<file path="src/rtl/pipe_stage_reg.sv">
// ---------------------------------------------------------------------------
// pipe_stage_reg -- one registered pipeline stage: valid bit, PC and NLANE
// independent operand lanes, with flush (bubble insertion) and stall (hold).
//
// Priority on each rising clk edge: rst > flush > stall > load.
//   flush : out_valid<=0, lanes<=0, pc_out<=pc_in (FLUSH_KEEP_PC=1) or 0
//   stall : everything holds
//   load  : out_valid<=in_valid, pc_out<=pc_in, lanes<=in_valid ? lane_in : 0
// rst is asynchronous, active-high, and clears every register immediately.
// All outputs come straight from flops; no input reaches an output
// combinationally.
//
// Optional feature (macro PIPE_STAT_EN):
//   adds clr_stat input and stall_cnt / flush_cnt saturating counters.
//   stall_cnt counts edges with stall=1, flush=0, out_valid=1 (stalls that
//   actually hold a live instruction); flush_cnt counts edges with flush=1.
//   clr_stat zeroes both on the next edge and beats an increment.
//
// Ports:
//   clk, rst                    clock / async reset
//   stall, flush                stage control
//   in_valid, pc_in, lane_in    upstream slot (lane k at [k*DATA_W +: DATA_W])
//   out_valid, pc_out, lane_out registered stage contents
//   clr_stat, stall_cnt, flush_cnt   statistics (PIPE_STAT_EN only)
// ---------------------------------------------------------------------------

// One operand lane. Lanes share only the control decode; no data crosses
// between them.
module pipe_stage_lane #(
  parameter int DATA_W = 32
) (
  input  logic              clk,
  input  logic              rst,
  input  logic              i_flush,
  input  logic              i_stall,
  input  logic              i_valid,
  input  logic [DATA_W-1:0] i_d,
  output logic [DATA_W-1:0] o_q
);
  logic [DATA_W-1:0] r_q;

  always_ff @(posedge clk or posedge rst) begin
    if (rst)           r_q <= '0;
    else if (i_flush)  r_q <= '0;
    else if (!i_stall) r_q <= i_valid ? i_d : '0;  // bubbles carry zero operands
  end

  assign o_q = r_q;
endmodule

module pipe_stage_reg #(
  parameter int PC_W          = 16,
  parameter int DATA_W        = 32,
  parameter int NLANE         = 3,
  parameter bit FLUSH_KEEP_PC = 1'b1,
  parameter int CNT_W         = 16
) (
  input  logic                    clk,
  input  logic                    rst,
  input  logic                    stall,
  input  logic                    flush,
  input  logic                    in_valid,
  input  logic [PC_W-1:0]         pc_in,
  input  logic [NLANE*DATA_W-1:0] lane_in,
  output logic                    out_valid,
  output logic [PC_W-1:0]         pc_out,
  output logic [NLANE*DATA_W-1:0] lane_out
`ifdef PIPE_STAT_EN
  ,
  input  logic                    clr_stat,
  output logic [CNT_W-1:0]        stall_cnt,
  output logic [CNT_W-1:0]        flush_cnt
`endif
);

  logic                           r_valid;
  logic [PC_W-1:0]                r_pc;
  logic [NLANE-1:0][DATA_W-1:0]   w_lane_in;
  logic [NLANE-1:0][DATA_W-1:0]   w_lane_out;

  assign w_lane_in = lane_in;

  // Valid + PC
  always_ff @(posedge clk or posedge rst) begin
    if (rst) begin
      r_valid <= 1'b0;
      r_pc    <= '0;
    end else if (flush) begin
      r_valid <= 1'b0;
      // Keeping the PC on a flush lets later stages see where the bubble sits.
      r_pc    <= FLUSH_KEEP_PC ? pc_in : '0;
    end else if (!stall) begin
      r_valid <= in_valid;
      r_pc    <= pc_in;
    end
  end

  // Operand lanes
  for (genvar k = 0; k < NLANE; k++) begin : g_lane
    pipe_stage_lane #(.DATA_W(DATA_W)) u_lane (
      .clk     (clk),
      .rst     (rst),
      .i_flush (flush),
      .i_stall (stall),
      .i_valid (in_valid),
      .i_d     (w_lane_in[k]),
      .o_q     (w_lane_out[k])
    );
  end

  assign out_valid = r_valid;
  assign pc_out    = r_pc;
  assign lane_out  = w_lane_out;

`ifdef PIPE_STAT_EN
  logic [CNT_W-1:0] r_stall_cnt;
  logic [CNT_W-1:0] r_flush_cnt;
  logic             w_stall_inc;

  // Only stalls that freeze a live instruction are interesting.
  assign w_stall_inc = stall && !flush && r_valid;

  always_ff @(posedge clk or posedge rst) begin
    if (rst) begin
      r_stall_cnt <= '0;
      r_flush_cnt <= '0;
    end else if (clr_stat) begin
      r_stall_cnt <= '0;
      r_flush_cnt <= '0;
    end else begin
      if (w_stall_inc && (r_stall_cnt != {CNT_W{1'b1}})) r_stall_cnt <= r_stall_cnt + 1'b1;
      if (flush && (r_flush_cnt != {CNT_W{1'b1}}))       r_flush_cnt <= r_flush_cnt + 1'b1;
    end
  end

  assign stall_cnt = r_stall_cnt;
  assign flush_cnt = r_flush_cnt;
`endif

endmodule

</file>
<file path="config.mk">
export PLATFORM = sky130hd
export DESIGN_NAME = pipe_stage_reg
export DESIGN_NICKNAME = d
export VERILOG_FILES = /design/src/rtl/pipe_stage_reg.sv
export SDC_FILE = /design/constraint.sdc
export NUM_CORES = 1
export LEC_CHECK = 0
export BUFFER_PORTS_ARGS = -buffer_cell sky130_fd_sc_hd__buf_2
export CAP_MARGIN = 0
export CORE_MARGIN = 2
export CORE_UTILIZATION = 43
export CTS_BUF_LIST = sky130_fd_sc_hd__clkbuf_4
export DETAILED_ROUTE_END_ITERATION = 8
export PLACE_DENSITY = 0.78
export SYNTH_ARGS = -nofsm -noshare
export SYNTH_HDL_FRONTEND = slang
export SYNTH_HIERARCHICAL = 1
export SYNTH_SLANG_ARGS = --single-unit
</file>
<file path="constraint.sdc">
create_clock -name clk -period 0.8 [get_ports clk]
set_input_delay 0.08 -clock clk [delete_from_list [all_inputs] [get_ports clk]]
set_output_delay 0.08 -clock clk [all_outputs]
set_load 0.05 [all_outputs]
</file>
==> reports/qor.yml <==
route:
  drt-total-wl_um: 17650
  drtPass1Iterations: 6
  num_vias: 4795
  drc: 0
  vias_per_cell: 5.258
  drtAntennaViolNets: 0
  first_iter_violations: 348
  wire_per_inst_um: 19.36
timing:
  finalHoldViolCount: 0
  worst_pin_slew_ns: 0.4117
  worst_slack_ns: -0.4081
  slew-limit-headroom: 0.7250
  min_period_ns: 1.208
  fmax_mhz: 827.7
  finalCritPeriodShare: 1.510
  setup_viol: 141
  fin_skew_ns: 0
  maxSlewViolCount: 0
  holdWs_ns: 0.08127
  rsz0062_at_grt: "true"
finish:
  regArea_sq_um: 2969
  multi_input_area_sq_um: 1690
  design_area_sq_um: 8762
  nFillCells: 557
  fin_nets: 875
  fin_cells: 912
  drive_above_1_share: 0.6083
  area_growth_pct: 83.76
  fin_util: 0.8083
worst_hold_path:
  worstHoldEndpoint: "g_lane[1].u_lane/o_q[22]$_DFFE_PP0P_"
  hp-class: "input pin to flop"
  hp-start: "stall"
  min_path_cells: 4
status:
  status: "complete, but fails checks"
  violations: "setup timing"
synth:
  synth_most_common_cell: "dfrtp_1"
  ys_seq_elements: 113
  synth-seq-area-share: 0.5930
  synth_ff_type: "dfrtp_1"
  yosysTopAreaCell: "dfrtp_1"
  ys_warn_count: 6
  yosys-top-cells-area: "dfrtp_1, nand3b_1, a32o_1, a21oi_1, nand2_1"
  ys_async_sr_fraction: 1.000
  avgSynthCellArea_sq_um: 12.48
  synth.distinct_cells: 19
  yosys-top-cells-count: "dfrtp_1, a21oi_1, nand2_1, nand3b_1, a32o_1"
  syn_nets: 499
  yosys.area.top_type_share: 0.5930
  syn-cell-area_sq_um: 4768
  synth-edff-count: 0
  syn-instance-count: 382
cts:
  clock_latency_ns: 0.51
  clock-sinks: 113
  root_buffer: "clkbuf_4"
  clockBufferDepth: 2
  htree_levels: 4
  cts_tree: "done"
  numCtsBuffers: 17
  clkSlewWorstSetupHoldPaths_ns: 0.13
global_route:
  gr-total-overflow: 0
  grt_antenna_before_repair: 1
  grt_pass1_vias: 5102
  grt_max_degree: 37
  grt_usage: 0.2889
  grt_pass1_wl_um: 25690
worst_setup_path:
  reg2reg_to: "g_lane[0].u_lane/o_q[0]$_DFFE_PP0P_"
  worst-path-max-fanout: 2
  rr_startpoint: "g_lane[0].u_lane/o_q[0]$_DFFE_PP0P_"
  ff2ff_setup_slack_ns: -0.22
  timing.critical_path.buf_inv: 1
  worstPathArrival_ns: 1.13
  critPathRequiredTime_ns: 0.72
  ff2ff_path_depth: 3
  crit_family: "flip-flops"
  setup.worst_path.class: "flop to primary output"
  cp_cell_sequence: "buf_6"
  slowest_stage: "dfrtp_2"
  startpoint_type: "flop"
  critPathCaptureType: "primary output"
  max_stage_delay_ns: 0.45
placed_design:
  dp_hpwl_um: 8886
  dp_cells: 735
  place_congestion: 0.7954
  io_buffers: 229
  dpl_cell_area_sq_um: 6185
die:
  core_area_sq_um: 10840
  fp-row-count: 38
  die_x_um: 109.3
  io_pins: 230
  die_h_um: 109.3
  fp.dieArea_sq_um: 11950
  initial_utilization: 0.4399
power:
  leakage_nw: 4.022
  p_int_mw: 10.70
  p_seq_frac: 0.413
  power.total_mw: 15.07
  p_per_area_nw_per_um2: 1719
  netSwitchingFraction: 0.2899
  p_comb_frac: 0.226
  pwr-share-clk: 0.361
  p_switching_mw: 4.367
  ir_drop_v: 0.001096
flow_run:
  drv_cap: 0
## sequential cells by signal, indices dropped and copies added (netlist names)
name / count
pc_out: 16
out_valid: 1
g_lane.u_lane/o_q: 96
## metal layers
layer,vias up,share of wire,global-route usage
met4,0,0.046,0.1637
met3,64,0.066,0.08299
met5,-,0,0
met2,251,0.53,0.5133
met1,2349,0.36,0.3063
li1,2131,-,-
## placed cells by master (no fill, tap or decap), types with 2 or more instances in the layout
master,instances
buf_6,128
buf_2,116
dlygate4sd3_1,115
dfrtp_2,113
nand3b_1,53
a21oi_1,48
nand2_1,45
a32o_1,32
buf_4,24
clkbuf_4,18
mux2_4,12
a32o_2,11
buf_12,8
bufinv_16,6
nand2_2,6
nor2b_4,6
inv_1,4
mux2_2,4
a21oi_2,4
clkinvlp_4,3
clkinv_4,3
inv_2,3
nand2_4,2
## how the worst max path moves through the flow
stage / startpoint / endpoint / slack [ns] / cells after the start
6_report: g_lane[0].u_lane/o_q[0]$_DFFE_PP0P_ / lane_out[0] / -0.41 / 1
5_1_grt: g_lane[0].u_lane/o_q[0]$_DFFE_PP0P_ / lane_out[0] / -0.46 / 1
4_1_cts: pc_out[13]$_DFFE_PP0P_ / pc_out[13] / -0.43 / 1
3_5_place_dp: flush / g_lane[0].u_lane/o_q[7]$_DFFE_PP0P_ / -0.24 / 4
3_3_place_gp: flush / g_lane[0].u_lane/o_q[3]$_DFFE_PP0P_ / -0.17 / 4
2_1_floorplan: pc_out[10]$_DFFE_PP0P_ / pc_out[10]$_DFFE_PP0P_ / -0.11 / 1
## through the flow
| stage | TNS, ns | setup slack (ns) |
|---|---|---|
| finish | -43.02 | -0.4081 |
| detailed placement | -17.99 | -0.2371 |
| global route | -49.76 | -0.4596 |
| floorplan | -6.699 | -0.1095 |
| global placement | -14.53 | -0.1742 |
| CTS | -46.30 | -0.4320 |
## timing repair
action,CTS,global route
pin swaps,0,2
endpoints found under the setup margin,115,142
endpoints found under the hold margin,226,0
gates resized for setup,230,32
buffers inserted,11,20
hold buffers,116,0
gates cloned,0,0
## layout make-up
| class | instances | area share |
|---|---|---|
| multi-input combinational | 227 | 0.1929 |
| inverter | 7 | 0.002999 |
| sequential | 113 | 0.3389 |
| clock buffer | 18 | 0.01542 |
| antenna | 1 | 0.0002856 |
| tap | 140 | 0.01999 |
| timing repair buffer | 392 | 0.4024 |
| clock inverter | 14 | 0.02713 |
## power by group through the flow
stage	sequential, mW	clock (mW)	combinational [mW]
after floorplan	7.14	0	0.776
after global placement	6.24	0	2.38
after detailed placement	6.25	0	2.43
after CTS	6.20	5.47	3.22
after global routing	6.25	5.74	3.57
final	6.23	5.43	3.40
## logic make-up (layout without fill, tap and decap cells)
logic type / Yosys count / in the layout / share of synthesized area
compound gates: 96 / 96 / 0.1485
simple gates: 114 / 114 / 0.1446
buf+inv: 42 / 431 / 0.06612
mux: 17 / 17 / 0.04775
flops: 113 / 113 / 0.5930
other cells: 0 / 1 / 0
Power figures use the tool's default switching activity.
